===== config.mk =====
export PLATFORM = sky130hd
export DESIGN_NAME = pipe_stage_reg
export DESIGN_NICKNAME = d
export VERILOG_FILES = /design/src/rtl/pipe_stage_reg_pkg.sv /design/src/rtl/pipe_stage_reg_sat_counter.sv /design/src/rtl/pipe_stage_reg.sv
export SDC_FILE = /design/constraint.sdc
export NUM_CORES = 1
export LEC_CHECK = 0
export CORE_AREA = 2 2 260 262
export CTS_BUF_LIST = sky130_fd_sc_hd__clkbuf_2
export CTS_CLUSTER_SIZE = 12
export DETAILED_ROUTE_END_ITERATION = 8
export DIE_AREA = 0 0 262 264
export REMOVE_ABC_BUFFERS = 1
export SYNTH_ARGS = -nofsm -noshare
export SYNTH_HDL_FRONTEND = slang
export SYNTH_HIERARCHICAL = 1
export SYNTH_SLANG_ARGS = --single-unit

===== constraint.sdc =====
create_clock -name clk -period 5.6 [get_ports clk]
set_input_delay 1.12 -clock clk [delete_from_list [all_inputs] [get_ports clk]]
set_output_delay 1.12 -clock clk [all_outputs]
set_load 0.1 [all_outputs]

===== src/rtl/pipe_stage_reg_pkg.sv =====
// Shared definitions for the handshaked pipeline stage register:
// datapath width defaults, the bubble instruction and the control-word
// field layout used by every stage that carries a packed ctrl word.
package pipe_stage_reg_pkg;

    localparam int XLEN_DEF     = 64;
    localparam int INST_LEN_DEF = 32;
    localparam int CTRL_W_DEF   = 12;
    localparam int CNT_W_DEF    = 32;

    // addi x0,x0,0 -- harmless instruction presented whenever a stage is empty
    localparam logic [31:0] NOP_INST_DEF = 32'h0000_0013;

    // Control-word field offsets (LSB position and width)
    localparam int CTRL_ALUCTR_LSB = 0;
    localparam int CTRL_ALUCTR_W   = 4;
    localparam int CTRL_IS_JAL     = 4;
    localparam int CTRL_IS_JALR    = 5;
    localparam int CTRL_IS_BRC     = 6;
    localparam int CTRL_SRC1_LSB   = 7;
    localparam int CTRL_SRC1_W     = 2;
    localparam int CTRL_SRC2_LSB   = 9;
    localparam int CTRL_SRC2_W     = 2;
    localparam int CTRL_WBEN       = 11;

    // Width of the internal packed payload {pc, instr, rs1, rs2, imm, ctrl}
    function automatic int payload_w(input int xlen, input int inst_len, input int ctrl_w);
        return 4 * xlen + inst_len + ctrl_w;
    endfunction

endpackage


===== src/rtl/pipe_stage_reg_sat_counter.sv =====
// Saturating up-counter: counts inc pulses and sticks at all-ones.
module sat_counter
    import pipe_stage_reg_pkg::*;
#(
    parameter int W = CNT_W_DEF
) (
    input  logic         clk,
    input  logic         rst_n,
    input  logic         inc,
    output logic [W-1:0] value
);

    logic [W-1:0] cnt_q;

    // Increment on request unless already saturated
    always_ff @(posedge clk or negedge rst_n) begin
        if (!rst_n) begin
            cnt_q <= '0;
        end else if (inc && (cnt_q != {W{1'b1}})) begin
            cnt_q <= cnt_q + W'(1);
        end
    end

    assign value = cnt_q;

endmodule


===== src/rtl/pipe_stage_reg.sv =====
// Handshaked pipeline stage register carrying pc/instr/rs1/rs2/imm/ctrl.
// Optional build macro PIPE_STAGE_SKID_EN adds a one-entry skid buffer so
// in_ready comes straight from a flop instead of from out_ready.
//
// Handshake: a beat moves across an interface on a rising edge where
// valid and ready are both 1. valid never depends on ready; once
// out_valid is raised the payload is held bit-stable until out_ready.
module pipe_stage_reg
    import pipe_stage_reg_pkg::*;
#(
    parameter int                  XLEN     = XLEN_DEF,
    parameter int                  INST_LEN = INST_LEN_DEF,
    parameter int                  CTRL_W   = CTRL_W_DEF,
    parameter logic [INST_LEN-1:0] NOP_INST = INST_LEN'(NOP_INST_DEF),
    parameter int                  CNT_W    = CNT_W_DEF
) (
    input  logic                clk,
    input  logic                rst_n,
    input  logic                in_valid,
    output logic                in_ready,
    input  logic [XLEN-1:0]     pc_i,
    input  logic [INST_LEN-1:0] instr_i,
    input  logic [XLEN-1:0]     rs1_i,
    input  logic [XLEN-1:0]     rs2_i,
    input  logic [XLEN-1:0]     imm_i,
    input  logic [CTRL_W-1:0]   ctrl_i,
    input  logic                flush,
    output logic                out_valid,
    input  logic                out_ready,
    output logic [XLEN-1:0]     pc_o,
    output logic [INST_LEN-1:0] instr_o,
    output logic [XLEN-1:0]     rs1_o,
    output logic [XLEN-1:0]     rs2_o,
    output logic [XLEN-1:0]     imm_o,
    output logic [CTRL_W-1:0]   ctrl_o,
    output logic [CNT_W-1:0]    stall_cnt,
    output logic [CNT_W-1:0]    flush_cnt
);

    localparam int PW       = payload_w(XLEN, INST_LEN, CTRL_W);
    localparam int INST_LSB = 3 * XLEN + CTRL_W;

    localparam logic [PW-1:0] RESET_PAYLOAD =
        {{XLEN{1'b0}}, NOP_INST, {(3 * XLEN + CTRL_W){1'b0}}};

    logic          out_valid_q, out_valid_d;
    logic [PW-1:0] out_q, out_d;
    logic          ready_q, ready_d;
    logic [PW-1:0] in_payload;
    logic [PW-1:0] bubble;
    logic          in_xfer, out_xfer;
    logic          held_any;

    assign in_payload = {pc_i, instr_i, rs1_i, rs2_i, imm_i, ctrl_i};
    assign {pc_o, instr_o, rs1_o, rs2_o, imm_o, ctrl_o} = out_q;
    assign out_valid  = out_valid_q;
    assign in_xfer    = in_valid & in_ready;
    assign out_xfer   = out_valid_q & out_ready;

    // Bubble keeps pc/rs/imm but neutralises instruction and control
    always_comb begin
        bubble                          = out_q;
        bubble[INST_LSB +: INST_LEN]    = NOP_INST;
        bubble[CTRL_W-1:0]              = '0;
    end

`ifdef PIPE_STAGE_SKID_EN
    logic          skid_valid_q, skid_valid_d;
    logic [PW-1:0] skid_q, skid_d;

    // in_ready is registered: it only reflects whether the skid slot is free
    assign in_ready = ready_q;
    assign held_any = out_valid_q | skid_valid_q;

    // Next state: flush wins, then skid drains before new input, else stall into skid
    always_comb begin
        out_valid_d  = out_valid_q;
        out_d        = out_q;
        skid_valid_d = skid_valid_q;
        skid_d       = skid_q;
        if (flush) begin
            out_valid_d  = 1'b0;
            out_d        = bubble;
            skid_valid_d = 1'b0;
        end else if (out_xfer || !out_valid_q) begin
            if (skid_valid_q) begin
                out_valid_d  = 1'b1;
                out_d        = skid_q;
                skid_valid_d = 1'b0;
            end else if (in_xfer) begin
                out_valid_d = 1'b1;
                out_d       = in_payload;
            end else begin
                out_valid_d = 1'b0;
                out_d       = bubble;
            end
        end else if (in_xfer) begin
            skid_valid_d = 1'b1;
            skid_d       = in_payload;
        end
        ready_d = ~skid_valid_d;
    end

    // Skid entry storage
    always_ff @(posedge clk or negedge rst_n) begin
        if (!rst_n) begin
            skid_valid_q <= 1'b0;
            skid_q       <= '0;
        end else begin
            skid_valid_q <= skid_valid_d;
            skid_q       <= skid_d;
        end
    end
`else
    // Ready whenever the output slot is free or being drained this cycle
    assign in_ready = ready_q & (~out_valid_q | out_ready);
    assign held_any = out_valid_q;

    // Next state: flush wins, then load a new beat, else bubble once empty
    always_comb begin
        out_valid_d = out_valid_q;
        out_d       = out_q;
        ready_d     = 1'b1;
        if (flush) begin
            out_valid_d = 1'b0;
            out_d       = bubble;
        end else if (in_xfer) begin
            out_valid_d = 1'b1;
            out_d       = in_payload;
        end else if (out_xfer || !out_valid_q) begin
            out_valid_d = 1'b0;
            out_d       = bubble;
        end
    end
`endif

    // Output register; ready_q holds in_ready low until the first edge after reset
    always_ff @(posedge clk or negedge rst_n) begin
        if (!rst_n) begin
            out_valid_q <= 1'b0;
            out_q       <= RESET_PAYLOAD;
            ready_q     <= 1'b0;
        end else begin
            out_valid_q <= out_valid_d;
            out_q       <= out_d;
            ready_q     <= ready_d;
        end
    end

    // A stalled cycle is a presented beat the consumer did not take
    sat_counter #(.W(CNT_W)) u_stall_cnt (
        .clk   (clk),
        .rst_n (rst_n),
        .inc   (out_valid_q & ~out_ready),
        .value (stall_cnt)
    );

    // Flushes count only when a held beat is thrown away
    sat_counter #(.W(CNT_W)) u_flush_cnt (
        .clk   (clk),
        .rst_n (rst_n),
        .inc   (flush & held_any),
        .value (flush_cnt)
    );

endmodule


==> results.sh, run 1 <==
export IMPL_p_sw_share_pct=49.7
export IMPL_synth_top_cell_by_area="dfrtp_1"
export IMPL_cpMostUsedCell="clkdlybuf4s50_1"
export IMPL_pwr_share_clk_pct=19.2
export IMPL_cp_top_family="buffers and inverters"
export IMPL_slowest_stage="clkdlybuf4s50_1"
export IMPL_cp_buffers_inverters=2
export IMPL_final_setup_worst_slack_ps=1470
export IMPL_h_tree_depth=3
export IMPL_synth_compound_area_share_pct=3.26
export IMPL_clk_latency_ps=1110
export IMPL_root_buffer="clkbuf_2"
export IMPL_grt_max_degree=113
export IMPL_grtUsageTotal_pct=13.9
export IMPL_core_sq_um=66600
export IMPL_synth_top_family_by_area="multiplexers"
export IMPL_critical_path_startpoint_type="input port"
export IMPL_fin_cells=2642
export IMPL_outcome="completed"
export IMPL_postCtsSetupBuffers=0
export IMPL_post_route_period_util_pct=73.7
export IMPL_hp_class="register to register"
export IMPL_maxCapViolations=0
export IMPL_crit_chain="clkdlybuf4s50_1 -> nand2b_4 -> and2_1 -> clkdlybuf4s50_1"
export IMPL_drtIter0Drc=411
export IMPL_final_max_slew_viol_count=0
export IMPL_hold_buffers=1
export IMPL_rsz0062_at_grt="false"
export IMPL_yosysUniqueCellTypes=52
export IMPL_skew_ps=104
export IMPL_p_int_mw=5.22
export IMPL_finalSetupViolations=0
export IMPL_critical_path_class="input port to output pin"
export IMPL_syn_area_sq_um=15200
export IMPL_dp_hpwl_um=36800
export IMPL_numCtsBuffers=104
export IMPL_ys_flop_type="dfrtp_1"
export IMPL_cts_tree="done"
export IMPL_combPwrFrac_pct=48.7
export IMPL_max_freq_mhz=242
export IMPL_hold_viol_final=0
export IMPL_maxSlewHeadroom_pct=23.4
export IMPL_die_width_um=262
export IMPL_detail_route_antenna_nets=0
export IMPL_layout_drive_gt1_share_pct=26.0
export IMPL_required_ps=4480
export IMPL_drt_wl_total_um=49700
export IMPL_clockBufferDepth=3
export IMPL_layout_nets=1993
export IMPL_grt_pass1_wl_um=73700
export IMPL_vias=10926
export IMPL_syn_area_per_cell_sq_um=16.1
export IMPL_antenna_found_initial=5
export IMPL_power_mw=10.4
export IMPL_synth_top_area_share_pct=59.8
export IMPL_synth_edf_count=0
export IMPL_clk_transition_reported_paths_ps=70
export IMPL_place_congestion=0.819
export IMPL_wire_per_inst_um=18.8
export IMPL_placed_area_sq_um=22700
export IMPL_final_area_sq_um=23700
export IMPL_start_util_pct=22.8
export IMPL_die_y_um=264
export IMPL_drc=0
export IMPL_area_growth_pct=55.8
export IMPL_max_stage_delay_ps=1130
export IMPL_die_area_sq_um=69200
export IMPL_io_pins=671
export IMPL_synth_mux_area_share_pct=24.0
export IMPL_cp_end_kind="output pin"
export IMPL_cp_max_fo=7
export IMPL_synth_area_top_cells="dfrtp_1 60%, mux2_4 19%, mux2_2 4.6%"
export IMPL_placedCellCount=2452
export IMPL_dp_slack_ps=1480
export IMPL_cts_sinks=366
export IMPL_synth_async_reset_ratio_pct=100
export IMPL_drt_pass1_iterations=4
export IMPL_synth_simple_area_share_pct=5.73
export IMPL_worst_pin_slew_ps=1150
export IMPL_pwr_share_seq_pct=32.1
export IMPL_portBuffers=670
export IMPL_synth_xor_area_share_pct=3.40
export IMPL_rows=95
export IMPL_overflow=0
export IMPL_vdd_ir_drop_max_mv=0.240
export IMPL_synthCells=941
export IMPL_p_per_area_nw_per_um2=439
export IMPL_cts_resized=0
export IMPL_leakage_nw=10.6
export IMPL_synthAdderAreaFrac_pct=0.165
export IMPL_synth_warnings=6
export IMPL_grt_pass1_vias=11909
export IMPL_detail_route_vias_per_cell=4.14
export IMPL_min_period_ps=4130
export IMPL_worst_ep_arrival_time_ps=3010
export IMPL_yosysMostFrequentCell="dfrtp_1"
export IMPL_ys_ff_latch=366
export IMPL_synth_top_cells_by_count="363 x dfrtp_1, 196 x mux2_4, 62 x mux2_2"
export IMPL_synth_seq_area_share_pct=60.3
export IMPL_power_switching_mw=5.16
-- per-stage QoR --
| step | hold slack, ps | setup TNS [ps] | utilization [%] |
|---|---|---|---|
| 2_1_floorplan | 793 | -2482700 | - |
| 3_3_place_gp | 488 | 0 | 34.1 |
| 3_5_place_dp | 490 | 0 | 34.1 |
| 4_1_cts | 362 | 0 | 35.5 |
| 5_1_grt | 362 | 0 | 35.6 |
| 6_report | 505 | 0 | 35.6 |
-- cell usage in the layout (no fill, tap or decap), types with 2 or more instances in the layout --
| cell type | synthesis | layout |
|---|---|---|
| clkbuf_2 | 0 | 156 |
| inv_6 | 0 | 2 |
| dfstp_2 | 3 | 3 |
| and3_1 | 3 | 3 |
| nor4_1 | 8 | 8 |
| clkdlybuf4s50_1 | 0 | 667 |
| nand4_1 | 30 | 30 |
| dfrtp_1 | 363 | 363 |
| nand3_1 | 25 | 25 |
| buf_12 | 2 | 5 |
| clkinvlp_4 | 0 | 2 |
| inv_8 | 0 | 2 |
| nor2_1 | 22 | 21 |
| diode_2 | 0 | 6 |
| xor2_1 | 16 | 16 |
| nand4_2 | 2 | 2 |
| inv_1 | 6 | 6 |
| or4_4 | 3 | 3 |
| mux2_4 | 196 | 196 |
| o211ai_1 | 2 | 2 |
| nand2_1 | 26 | 26 |
| o22a_1 | 3 | 3 |
| ha_1 | 2 | 2 |
| clkinv_1 | 0 | 16 |
| and2_1 | 3 | 3 |
| mux2_2 | 62 | 62 |
| buf_4 | 1 | 7 |
| clkinv_2 | 0 | 4 |
| nor3_2 | 2 | 2 |
| nor3_1 | 5 | 5 |
| a21oi_1 | 5 | 5 |
| xnor2_1 | 43 | 43 |
| and4_1 | 7 | 7 |
| a22o_1 | 40 | 40 |
-- cells by family after synthesis --
kind of cell / Yosys count
flops: 366
mux: 259
simple gates: 149
xor+xnor: 59
compound gates: 57
buf+inv: 48
fa+ha+maj: 2
other cells: 1
-- layer usage --
layer	up-vias	share of wire [%]	GRT usage, %
li1	4936	-	-
met1	5388	37	14.9
met2	498	50	24.4
met3	98	9.8	5.56
met4	6	2.7	5.18
met5	-	0.070	0
-- state kept, by name (all words and copies together), names as in the netlist --
signal,cells
out_q,300
u_flush_cnt/value,32
u_stall_cnt/value,32
out_valid,1
ready_q,1
-- path summary, 6_finish.rpt --
path | slack [ps] | start | cells after the start | to
max | 1470 | out_ready | 4 | in_ready
min | 500 | out_q[206] | 1 | out_q[206]
max reg2reg | 3170 | u_flush_cnt/value[4] | 5 | u_flush_cnt/value[10]
min reg2reg | 500 | out_q[206] | 1 | out_q[206]
max in group asynchronous | 3690 | rst_n | 3 | out_q[28]
min in group asynchronous | 690 | rst_n | 2 | out_q[23]
-- power groups by stage --
stage	clock network [mW]	logic, mW	registers [mW]
2_1_floorplan	0	0.780	6.42
3_3_place_gp	0	5.06	3.37
3_5_place_dp	0	5.07	3.38
4_1_cts	2.12	5.09	3.34
5_1_grt	2.28	5.18	3.39
6_report	1.99	5.05	3.33
-- area by class of cell --
type	count	area [sq um]
clock buffers	156	781
well taps	873	1090
diodes	6	15.0
clock inverters	27	165
repair buffers	681	6850
inverters	6	22.5
fillers	6491	42900
multi-input cells	527	5570
flip-flops and latches	366	9160
Power figures use the tool's default switching activity.
==> inputs of run 2 (changes only) <==
Settings changed: CORE_AREA 2 2 260 262 to 2 2 261 263, DIE_AREA 0 0 262 264 to 0 0 263 265.
Clock period 5.6 ns to 3.42 ns, I/O delays scaled along.
==> run 2 against run 1 <==
Via count increased by 5.1%. Wire length decreased by 0.64%. Count of clock-buffer cells in the layout increased by 1. Largest power group unchanged. Die area increased by 0.76%. Design area increased by 3.4%. Core utilization increased by 1.1 points.
==> results.sh, run 2 (synthesis results as in run 1) <==
export IMPL_outcome="completed"
export IMPL_drc=0
export IMPL_skew_ps=66.6
export IMPL_min_period_ps=3200
export IMPL_drt_wl_total_um=49400
export IMPL_fill_cells=6509
export IMPL_rows=95
export IMPL_critical_path_startpoint_type="register"
export IMPL_cp_max_fo=2
export IMPL_hold_slack_ps=222
export IMPL_drt_pass1_iterations=4
export IMPL_final_setup_worst_slack_ps=217
export IMPL_cp_end_kind="output pin"
export IMPL_dp_slack_ps=442
export IMPL_numCtsBuffers=101
export IMPL_worst_ep_arrival_time_ps=2520
export IMPL_hold_viol_final=0
export IMPL_largest_register_ffs=300
export IMPL_io_pins=671
export IMPL_maxSlewHeadroom_pct=32.5
export IMPL_die_y_um=265
export IMPL_cts_tree="done"
export IMPL_layout_drive_gt1_share_pct=37.3
export IMPL_grt_max_degree=80
export IMPL_place_congestion=0.829
export IMPL_ff_latch_area_sq_um=9160
export IMPL_final_max_slew_viol_count=0
export IMPL_layout_common_cells="363 x dfrtp_1, 330 x clkdlybuf4s50_1, 259 x buf_4, 196 x mux2_4, 157 x clkbuf_2"
export IMPL_grt_util_met1_pct=15.7
export IMPL_portBuffers=670
export IMPL_detail_route_antenna_nets=0
export IMPL_grt_pass1_vias=12876
export IMPL_vdd_ir_drop_max_mv=0.353
export IMPL_wire_per_inst_um=17.7
export IMPL_cp_top_family="buffers and inverters"
export IMPL_h_tree_depth=3
export IMPL_max_stage_delay_ps=1130
export IMPL_rsz0062_at_grt="false"
export IMPL_required_ps=2740
export IMPL_die_area_sq_um=69700
export IMPL_die_width_um=263
export IMPL_post_route_period_util_pct=93.7
export IMPL_cts_sinks=366
export IMPL_cp_buffers_inverters=1
export IMPL_worst_pin_slew_ps=1020
export IMPL_utilization_pct=36.6
export IMPL_multi_input_area_sq_um=5570
export IMPL_hp_class="input port to register"
export IMPL_maxCapViolations=0
export IMPL_overflow=0
export IMPL_slowest_stage="clkdlybuf4s50_1"
export IMPL_crit_chain="clkdlybuf4s50_1"
export IMPL_clockBufferDepth=3
export IMPL_tns_ps=0
export IMPL_vias=11480
export IMPL_finalSetupViolations=0
export IMPL_antenna_found_initial=1
export IMPL_start_util_pct=22.7
export IMPL_top_usage_layer="met2"
export IMPL_max_freq_mhz=312
export IMPL_root_buffer="clkbuf_2"
export IMPL_postCtsSetupBuffers=0
export IMPL_p_per_area_nw_per_um2=687
export IMPL_clk_transition_reported_paths_ps=100
export IMPL_critical_path_class="register to output pin"
export IMPL_dp_hpwl_um=35400
export IMPL_detail_route_vias_per_cell=4.11
export IMPL_drtIter0Drc=417
export IMPL_layout_nets=2145
export IMPL_top_register="out_q"
export IMPL_clk_latency_ps=1090
export IMPL_leakage_nw=11.8
export IMPL_grt_pass1_wl_um=77200
export IMPL_grt_use_met2_pct=24.6
export IMPL_area_growth_pct=61.1
export IMPL_grtUsageTotal_pct=14.0
export IMPL_grtUsageMet3_pct=4.53
export IMPL_core_sq_um=66800
export IMPL_final_common_cell="dfrtp_1"
run 2: stage by stage:
stage                     power (mW)  instances  instance area, sq um
after global placement          13.6       2464                 22200
after global routing            17.5       2790                 24500
after detailed placement        13.7       2464                 22200
final                           16.8       2790                 24500
after CTS                       17.1       2789                 24500
after floorplan                 11.8        899                 14700
run 2: area by class of cell:
class	count	share of cell area [%]
sequential	366	37.4
timing repair buffer	836	31.5
multi-input combinational	527	22.8
tap	873	4.46
clock buffer	157	3.21
clock inverter	24	0.563
inverter	6	0.0920
antenna	1	0.0102
run 2: routing by layer:
| layer | vias up | wire [um] |
|---|---|---|
| met5 | - | 0 |
| met2 | 503 | 25000 |
| met3 | 100 | 3840 |
| li1 | 5233 | - |
| met4 | 0 | 1340 |
| met1 | 5644 | 19300 |
run 2: repair_timing:
action                                 CTS  global route
hold buffers                           144             0
endpoints found under the hold margin  504             0
gates resized for setup                 94             0
setup endpoints to repair               94             0
run 2: power breakdown:
part	switching, mW	total [mW]	internal [mW]
Combinational	6.09	8.13	2.04
Sequential	0.451	5.46	5.01
Clock	1.97	3.21	1.24
run 2: worst register-to-register path: cells and delay by family (launching register included):
family	cells	cell delay [ps]
and+or+nand+nor	4	1720
xor gates and xnor gates	1	140
DFF	1	450
run 2: final timing paths:
| check | start | end | slack (ps) | depth (start not counted) |
|---|---|---|---|---|
| worst max-delay path | out_q[131] | rs2_o[55] | 220 | 1 |
| worst min-delay path | instr_i[4] | out_q[208] | 220 | 2 |
| worst max register to register | u_flush_cnt/value[4] | u_flush_cnt/value[12] | 1030 | 5 |
| worst min register to register | out_q[3] | out_q[3] | 510 | 1 |
| max in group asynchronous | rst_n | out_q[204] | 1920 | 4 |
| min in group asynchronous | rst_n | out_q[85] | 720 | 3 |
